$ cat src/rtl/fifo_rd_stream_if.sv
// Bundles the FIFO read port and the output stream of fifo_rd_stream.
// The master modport is the streamer's view; the slave modport is the
// view of the surrounding FIFO and downstream sink.
interface fifo_rd_stream_if #(
    parameter int DATA_WIDTH = 8
);
    logic                  fifo_rd_o;
    logic [DATA_WIDTH-1:0] fifo_rd_data_i;
    logic                  fifo_empty_i;
    logic                  tvalid_o;
    logic                  tready_i;
    logic [DATA_WIDTH-1:0] tdata_o;
    logic                  tlast_o;
    logic [15:0]           beat_cnt_o;

    modport master (
        output fifo_rd_o,
        input  fifo_rd_data_i,
        input  fifo_empty_i,
        output tvalid_o,
        input  tready_i,
        output tdata_o,
        output tlast_o,
        output beat_cnt_o
    );

    modport slave (
        input  fifo_rd_o,
        output fifo_rd_data_i,
        output fifo_empty_i,
        input  tvalid_o,
        output tready_i,
        input  tdata_o,
        input  tlast_o,
        input  beat_cnt_o
    );
endinterface

$ cat src/rtl/fifo_rd_stream.sv
// Reads words from a single-clock FIFO with one-cycle read latency and
// presents them as a valid/ready stream with packet framing. A 2-entry
// in-order buffer absorbs the read latency so a ready sink sees one beat
// per clock. Reads are issued only when the buffer is guaranteed to have
// room for the returning word.
module fifo_rd_stream #(
    parameter int DATA_WIDTH = 8,
    parameter int PKT_LEN    = 16
) (
    input  logic              clk_i,
    input  logic              rst_n_i,
    fifo_rd_stream_if.master  bus
);

    localparam logic [15:0] LAST_BEAT = 16'(PKT_LEN - 1);

    // Control state
    logic                  run_q;        // set on first clock edge after reset release
    logic [1:0]            occ_q;        // words held in the buffer
    logic [1:0]            occ_d;
    logic                  inflight_q;   // read issued last cycle, data arrives now
    logic [15:0]           beat_q;
    logic [15:0]           beat_d;

    // Buffer storage: head is presented on the stream, tail is the second slot
    logic [DATA_WIDTH-1:0] head_q;
    logic [DATA_WIDTH-1:0] head_d;
    logic [DATA_WIDTH-1:0] tail_q;
    logic [DATA_WIDTH-1:0] tail_d;

    logic                  pop;
    logic                  rd;
    logic [2:0]            level;        // occupancy after this cycle's pop and capture

    // Read decision, buffer shift/capture and beat counter next-state
    always_comb begin
        pop    = (occ_q != 2'd0) && bus.tready_i;
        level  = {1'b0, occ_q} + {2'b00, inflight_q} - {2'b00, pop};
        rd     = run_q && !bus.fifo_empty_i && (level < 3'd2);

        head_d = head_q;
        tail_d = tail_q;
        occ_d  = occ_q;
        if (pop) begin
            head_d = tail_q;
            occ_d  = occ_q - 2'd1;
        end
        // The returning word lands in the first free slot after the pop shift,
        // which keeps ordering intact when capture and pop coincide.
        if (inflight_q) begin
            if (occ_d == 2'd0) begin
                head_d = bus.fifo_rd_data_i;
            end else begin
                tail_d = bus.fifo_rd_data_i;
            end
            occ_d = occ_d + 2'd1;
        end

        beat_d = beat_q;
        if (pop) begin
            beat_d = (beat_q == LAST_BEAT) ? 16'd0 : beat_q + 16'd1;
        end
    end

    // Control registers and stream head; async clear also drops any read in flight
    always_ff @(posedge clk_i or negedge rst_n_i) begin
        if (!rst_n_i) begin
            run_q      <= 1'b0;
            occ_q      <= 2'd0;
            inflight_q <= 1'b0;
            beat_q     <= 16'd0;
            head_q     <= '0;
        end else begin
            run_q      <= 1'b1;
            occ_q      <= occ_d;
            inflight_q <= rd;
            beat_q     <= beat_d;
            head_q     <= head_d;
        end
    end

    // Second buffer slot is pure data; its content is meaningless while occ < 2
    always_ff @(posedge clk_i) begin
        tail_q <= tail_d;
    end

    assign bus.fifo_rd_o  = rd;
    assign bus.tvalid_o   = (occ_q != 2'd0);
    assign bus.tdata_o    = head_q;
    assign bus.tlast_o    = (occ_q != 2'd0) && (beat_q == LAST_BEAT);
    assign bus.beat_cnt_o = beat_q;

endmodule

$ cat src/flat_wrapper.sv
// flat-port wrapper written by rule: the top's interface ports become plain ports
module fifo_rd_stream_flat 
#(
    parameter int DATA_WIDTH = 8,
    parameter int PKT_LEN    = 16
)
  (clk_i, rst_n_i, bus_fifo_rd_o, bus_fifo_rd_data_i, bus_fifo_empty_i, bus_tvalid_o, bus_tready_i, bus_tdata_o, bus_tlast_o, bus_beat_cnt_o);
  fifo_rd_stream_if #(.DATA_WIDTH(DATA_WIDTH)) bus_i ();
  input  logic clk_i;
  input  logic rst_n_i;
  output wire logic [$bits(bus_i.fifo_rd_o)-1:0] bus_fifo_rd_o;
  input wire logic [$bits(bus_i.fifo_rd_data_i)-1:0] bus_fifo_rd_data_i;
  input wire logic [$bits(bus_i.fifo_empty_i)-1:0] bus_fifo_empty_i;
  output wire logic [$bits(bus_i.tvalid_o)-1:0] bus_tvalid_o;
  input wire logic [$bits(bus_i.tready_i)-1:0] bus_tready_i;
  output wire logic [$bits(bus_i.tdata_o)-1:0] bus_tdata_o;
  output wire logic [$bits(bus_i.tlast_o)-1:0] bus_tlast_o;
  output wire logic [$bits(bus_i.beat_cnt_o)-1:0] bus_beat_cnt_o;
  assign bus_fifo_rd_o = bus_i.fifo_rd_o;
  assign bus_i.fifo_rd_data_i = bus_fifo_rd_data_i;
  assign bus_i.fifo_empty_i = bus_fifo_empty_i;
  assign bus_tvalid_o = bus_i.tvalid_o;
  assign bus_i.tready_i = bus_tready_i;
  assign bus_tdata_o = bus_i.tdata_o;
  assign bus_tlast_o = bus_i.tlast_o;
  assign bus_beat_cnt_o = bus_i.beat_cnt_o;
  fifo_rd_stream #(.DATA_WIDTH(DATA_WIDTH), .PKT_LEN(PKT_LEN)) u_core (.clk_i(clk_i), .rst_n_i(rst_n_i), .bus(bus_i));
endmodule
$ cat config.mk
export PLATFORM = sky130hd
export DESIGN_NAME = fifo_rd_stream_flat
export DESIGN_NICKNAME = d
export VERILOG_FILES = /design/src/rtl/fifo_rd_stream_if.sv /design/src/rtl/fifo_rd_stream.sv /design/src/flat_wrapper.sv
export SDC_FILE = /design/constraint.sdc
export NUM_CORES = 1
export LEC_CHECK = 0
export CAP_MARGIN = 5
export CORE_MARGIN = 4
export CORE_UTILIZATION = 46
export CTS_CLUSTER_DIAMETER = 100
export CTS_CLUSTER_SIZE = 20
export DETAILED_ROUTE_END_ITERATION = 8
export GPL_ROUTABILITY_DRIVEN = 0
export HOLD_SLACK_MARGIN = 0.15
export PLACE_DENSITY = 0.76
export SLEW_MARGIN = 0
export SYNTH_ARGS = -nofsm -noshare
export SYNTH_HDL_FRONTEND = slang
export SYNTH_SLANG_ARGS = --single-unit
$ cat constraint.sdc
create_clock -name clk_i -period 4.09 [get_ports clk_i]
set_input_delay 0.6135 -clock clk_i [delete_from_list [all_inputs] [get_ports clk_i]]
set_output_delay 0.6135 -clock clk_i [all_outputs]
set_load 0.05 [all_outputs]
; Word level (Yosys, flattened, before mapping)
; Cells that the tools add are included.
[totals]
ram_bits = 0
latch_bits = 0
input_bits = 12
rom_bits = 0
ff_bits = 36
output_inout_bits = 27
n_memories = 0
[classes]
shift = 0
n_addsub = 5
magnitude_cmp = 1
div_mod_pow = 0
muxes = 6
bitwise = 1
mul = 0
eq_ne = 1
reduce_logical = 8
[op_table]
columns = operator, count
row1 = $mux W8, 3
row2 = $add A16 B1 Y16 const B, 1
row3 = $eq A16 B4 Y1 const B, 1
row4 = $mux W16, 1
row5 = $logic_and A1 B1 Y1, 4
row6 = $mux W2, 2
row7 = $add A2 B1 Y3, 1
row8 = $lt A3 B2 Y1 const B, 1
row9 = $sub A3 B1 Y3, 1
row10 = $add A2 B1 Y2 const B, 1
row11 = $logic_not A2 Y1, 1
row12 = $reduce_and A2 Y1, 1
row13 = $reduce_bool A2 Y1, 1
row14 = $sub A2 B1 Y2 const B, 1
row15 = $logic_not A1 Y1, 1
row16 = $not A1 Y1, 1

; Logic depth before layout (Yosys ltp)
[depth]
ltp_word = 6
ltp_mapped = 12
mapped_depth_nobuf = 10

; Worst setup path after synthesis
; OpenSTA, ideal clock, no wires.
[synth_path]
path_kind = register -> output
start = register u_core.occ_q[1]
end = output bus_fifo_rd_o
t_arrival_ns = 2.948
t_required_ns = 3.477
stages_incl_launch_ff = 11
path_slack_ns = 0.529
n_path_buf = 0
path_cell_list = dfrtp_1 -> inv_1 -> ha_1 -> nand2b_1 -> nor2_1 -> or2_1 -> ha_1 -> inv_1 -> fa_1 -> xor2_1 -> nor3_1
[synth_between]
elab_chain_len = 5
elab_cells_between_ends = 6
classes_between = add/sub: 2 / order compare: 1 / reduce/logical: 3
[synth_rtl]
columns = item, line_no
row1 = start: declaration, fifo_rd_stream.sv:19  ; logic [1:0] occ_q;
row2 = start signal: assignment, fifo_rd_stream.sv:69  ; occ_q <= 2'd0;
row3 = start signal: assignment, fifo_rd_stream.sv:75  ; occ_q <= occ_d;
row4 = "parallel branches: the longest is 2 deep, another holds $add A2 B1 Y3", n/a
row5 = $sub A3 B1 Y3 (*), fifo_rd_stream.sv:38  ; level = {1'b0, occ_q} + {2'b00, inflight_q} - {2'b00, pop};
row6 = $lt A3 B2 Y1 (*), fifo_rd_stream.sv:39  ; rd = run_q && !bus.fifo_empty_i && (level < 3'd2);
row7 = $logic_and A1 B1 Y1 (*), fifo_rd_stream.sv:39
row8 = end: declaration, flat_wrapper.sv:11  ; output wire logic [$bits(bus_i.fifo_rd_o)-1:0] bus_fifo_rd_o;
; Mark *: on every way between the ends.

; Final worst setup path
; Same ends and word-level chain as after synthesis.

==> results.toml <==
[status]
status = "finished, final reports clean"

[placed_design]
placed_area_um2 = 2088
hpwl_mm = 2.453
io_buffers = 38

[logic_synthesis]
yosys_most_used_dff = "dfrtp_1"
ys_async_sr_fraction = 0.7778
synth_edf_count = 8
syn-num-nets = 164
ys_warn_count = 0
ys_seq_area_frac = 0.5745
synthesis.area_um2 = 1638
syn_inst = 147
ys_ff_latch = 36
avgSynthCellArea_um2 = 11.14
yosysUniqueCellTypes = 35

[drt]
vias = 1222
drc = 0
first_iter_violations = 64
dr.pass1.iters = 4
routed_wl_mm = 3.313
drt.antenna.violating_nets = 0
via_per_inst = 5.134
wire_per_inst_um = 13.92

[power_and_ir_drop]
p_clk_frac = 0.165
p_seq_frac = 0.357
peakVddDrop_mv = 0.3861
leakage_uw = 0.0009389
total_power_uw = 1482
power_switching_uw = 639.6
p_per_area_nw_per_um2 = 683.5
p_int_uw = 842.5
swShare = 0.4316
power_frac_comb = 0.478

[cts]
htreeDepth = 2
clkTransAtPathRegs_ns = 0.10
cts_hold_buffers = 0
numCtsBuffers = 5
ctsResizeCount = 0
cts.sinks = 36
cts_tree = "done"
root_buffer = "clkbuf_4"
clk_latency_ns = 0.34
post-cts-setup-buffers = 0
clk_path_buf_depth = 2

[global_route]
use_met2 = 0.2965
grt_use_met3 = 0.04992
grt_pass1_vias = 1235
grt_usage = 0.1654
grt_busiest_layer = "met2"
grt_first_pass_wirelength_mm = 5.506
antenna_found_initial = 0
gr-total-overflow = 0
grt_max_degree = 29
grt_util_met1 = 0.1859

[timing]
fmax_mhz = 284.5
fin_crit_ns = 3.515
worstMarginPinSlew_ns = 0.6944
slew_viol_final = 0
slew_headroom = 0.5361
rsz0062_at_grt = "false"
hold_viol_final = 0
final-setup-viol-count = 0
finalClockSkew_ns = 0.006626
tns_ns = 0
fin_crit_sh = 0.8593

[layout]
stdcell_area_um2 = 2168
layout.nets = 208
seq_area_um2 = 940.9
drive_gt1_frac = 0.07292
antennaDiodeCount = 0
layout.cells.most_common_list = "clkdlybuf4s50_1, dfrtp_1, nand2_1"
final_common_cell = "clkdlybuf4s50_1"
multi_input_area_um2 = 661.9
fill_cells = 266
area_growth_pct = 32.39

[hold_path]
worstHoldStart = "u_core.bus.beat_cnt_o[15]"
hold_depth = 1
hold_class = "flip-flop to flip-flop"
whs_endpoint = "u_core.bus.beat_cnt_o[15]"

[job]
maxCapViolations = 0

[die]
num_rows = 21
core_area_um2 = 3390
fp.dieW_um = 67.67
start_util = 0.4832
die_area_um2 = 4579
die_h_um = 67.67
pin_count = 39

[setup_path]
r2r_setup_slack_ns = 1.58
critPathRequiredTime_ns = 3.48
reg2reg_depth = 10
r2r-end = "u_core.inflight_q"
crit_fanout = 6
crit_path_start_kind = "flip-flop"
crit_arrival_ns = 2.90
path_class = "flip-flop to output port"
end_kind = "output port"
rr_startpoint = "u_core.occ_q[1]"
-- state kept, by name, indices dropped and copies added (netlist names) --
name	flops
u_core.bus.beat_cnt_o	16
u_core.bus.tdata_o	8
u_core.inflight_q	1
u_core.occ_q	2
u_core.run_q	1
u_core.tail_q	8
-- cell usage after synthesis, drive strengths merged (3+ instances only) --
| master | count | share of area |
|---|---|---|
| mux2i | 8 | 0.049 |
| nor4 | 3 | 0.011 |
| xor2 | 5 | 0.027 |
| o21ai | 13 | 0.040 |
| nor2 | 7 | 0.018 |
| nand3 | 6 | 0.018 |
| nand2 | 22 | 0.050 |
| dfrtp | 28 | 0.43 |
| and3 | 3 | 0.011 |
| inv | 5 | 0.011 |
| nand4 | 4 | 0.015 |
| edfxtp | 8 | 0.15 |
| xnor2 | 8 | 0.043 |
| ha | 4 | 0.031 |
-- routing by layer --
| metal | up-vias | share of wire |
|---|---|---|
| met3 | 6 | 0.059 |
| met4 | 0 | 0.013 |
| li1 | 595 | - |
| met1 | 586 | 0.42 |
| met5 | - | 0 |
| met2 | 35 | 0.51 |
-- worst max-delay path by stage --
stage | cells past startpoint | endpoint | slack, ns | start
CTS | 11 | bus_fifo_rd_o | 0.51 | u_core.occ_q[1]
finish | 11 | bus_fifo_rd_o | 0.58 | u_core.occ_q[1]
floorplan | 10 | bus_fifo_rd_o | 0.53 | u_core.occ_q[1]
detailed placement | 10 | bus_fifo_rd_o | 0.60 | bus_tready_i
global route | 11 | bus_fifo_rd_o | 0.33 | u_core.occ_q[1]
global placement | 10 | bus_fifo_rd_o | 0.70 | bus_tready_i
-- power groups by stage --
stage	sequential (µW)	combinational, µW	clock, µW
3_3_place_gp	530	692	0
3_5_place_dp	536	713	0
4_1_cts	529	718	254
5_1_grt	544	761	273
2_1_floorplan	727	278	0
6_report	529	709	245
-- cells by family after synthesis --
family                   after synthesis  share of synthesized area
buffers and inverters                  9                    0.02138
multiplexers                           8                    0.04889
other                                  1                   0.002290
adder cells (fa/ha/maj)                5                    0.04278
XOR/XNOR                              13                    0.06952
AO/OA/AOI/OAI                         15                    0.05041
AND/OR/NAND/NOR                       60                     0.1902
flip-flops                            36                     0.5745
-- area by class of cell --
cell class | count | share of cell area
multi-input combinational | 102 | 0.3053
clock inverter | 3 | 0.01962
inverter | 6 | 0.01039
timing repair buffer | 40 | 0.1870
sequential | 36 | 0.4339
clock buffer | 5 | 0.01731
tap | 46 | 0.02654
-- critical path, cell delays in order (launching register included) --
cell	delay (ns)
dfrtp_1	0.46
inv_1	0.07
ha_1	0.25
nand2b_1	0.18
nor2_1	0.18
or2_1	0.16
ha_1	0.14
inv_1	0.05
fa_1	0.37
xor2_1	0.15
nor3_1	0.37
buf_12	0.19
-- through the flow --
stage                     instances  utilization  hold WS (ns)  worst slack [ns]
after detailed placement        230       0.6161        0.5141            0.5951
after global routing            238       0.6397        0.5449            0.3264
after global placement          230       0.6161        0.5026            0.7044
after floorplan                 147            -        0.3179            0.5286
final                           238       0.6397        0.5197            0.5753
after CTS                       238       0.6397        0.5295            0.5086
No activity file was read; power rests on OpenSTA's default activity.
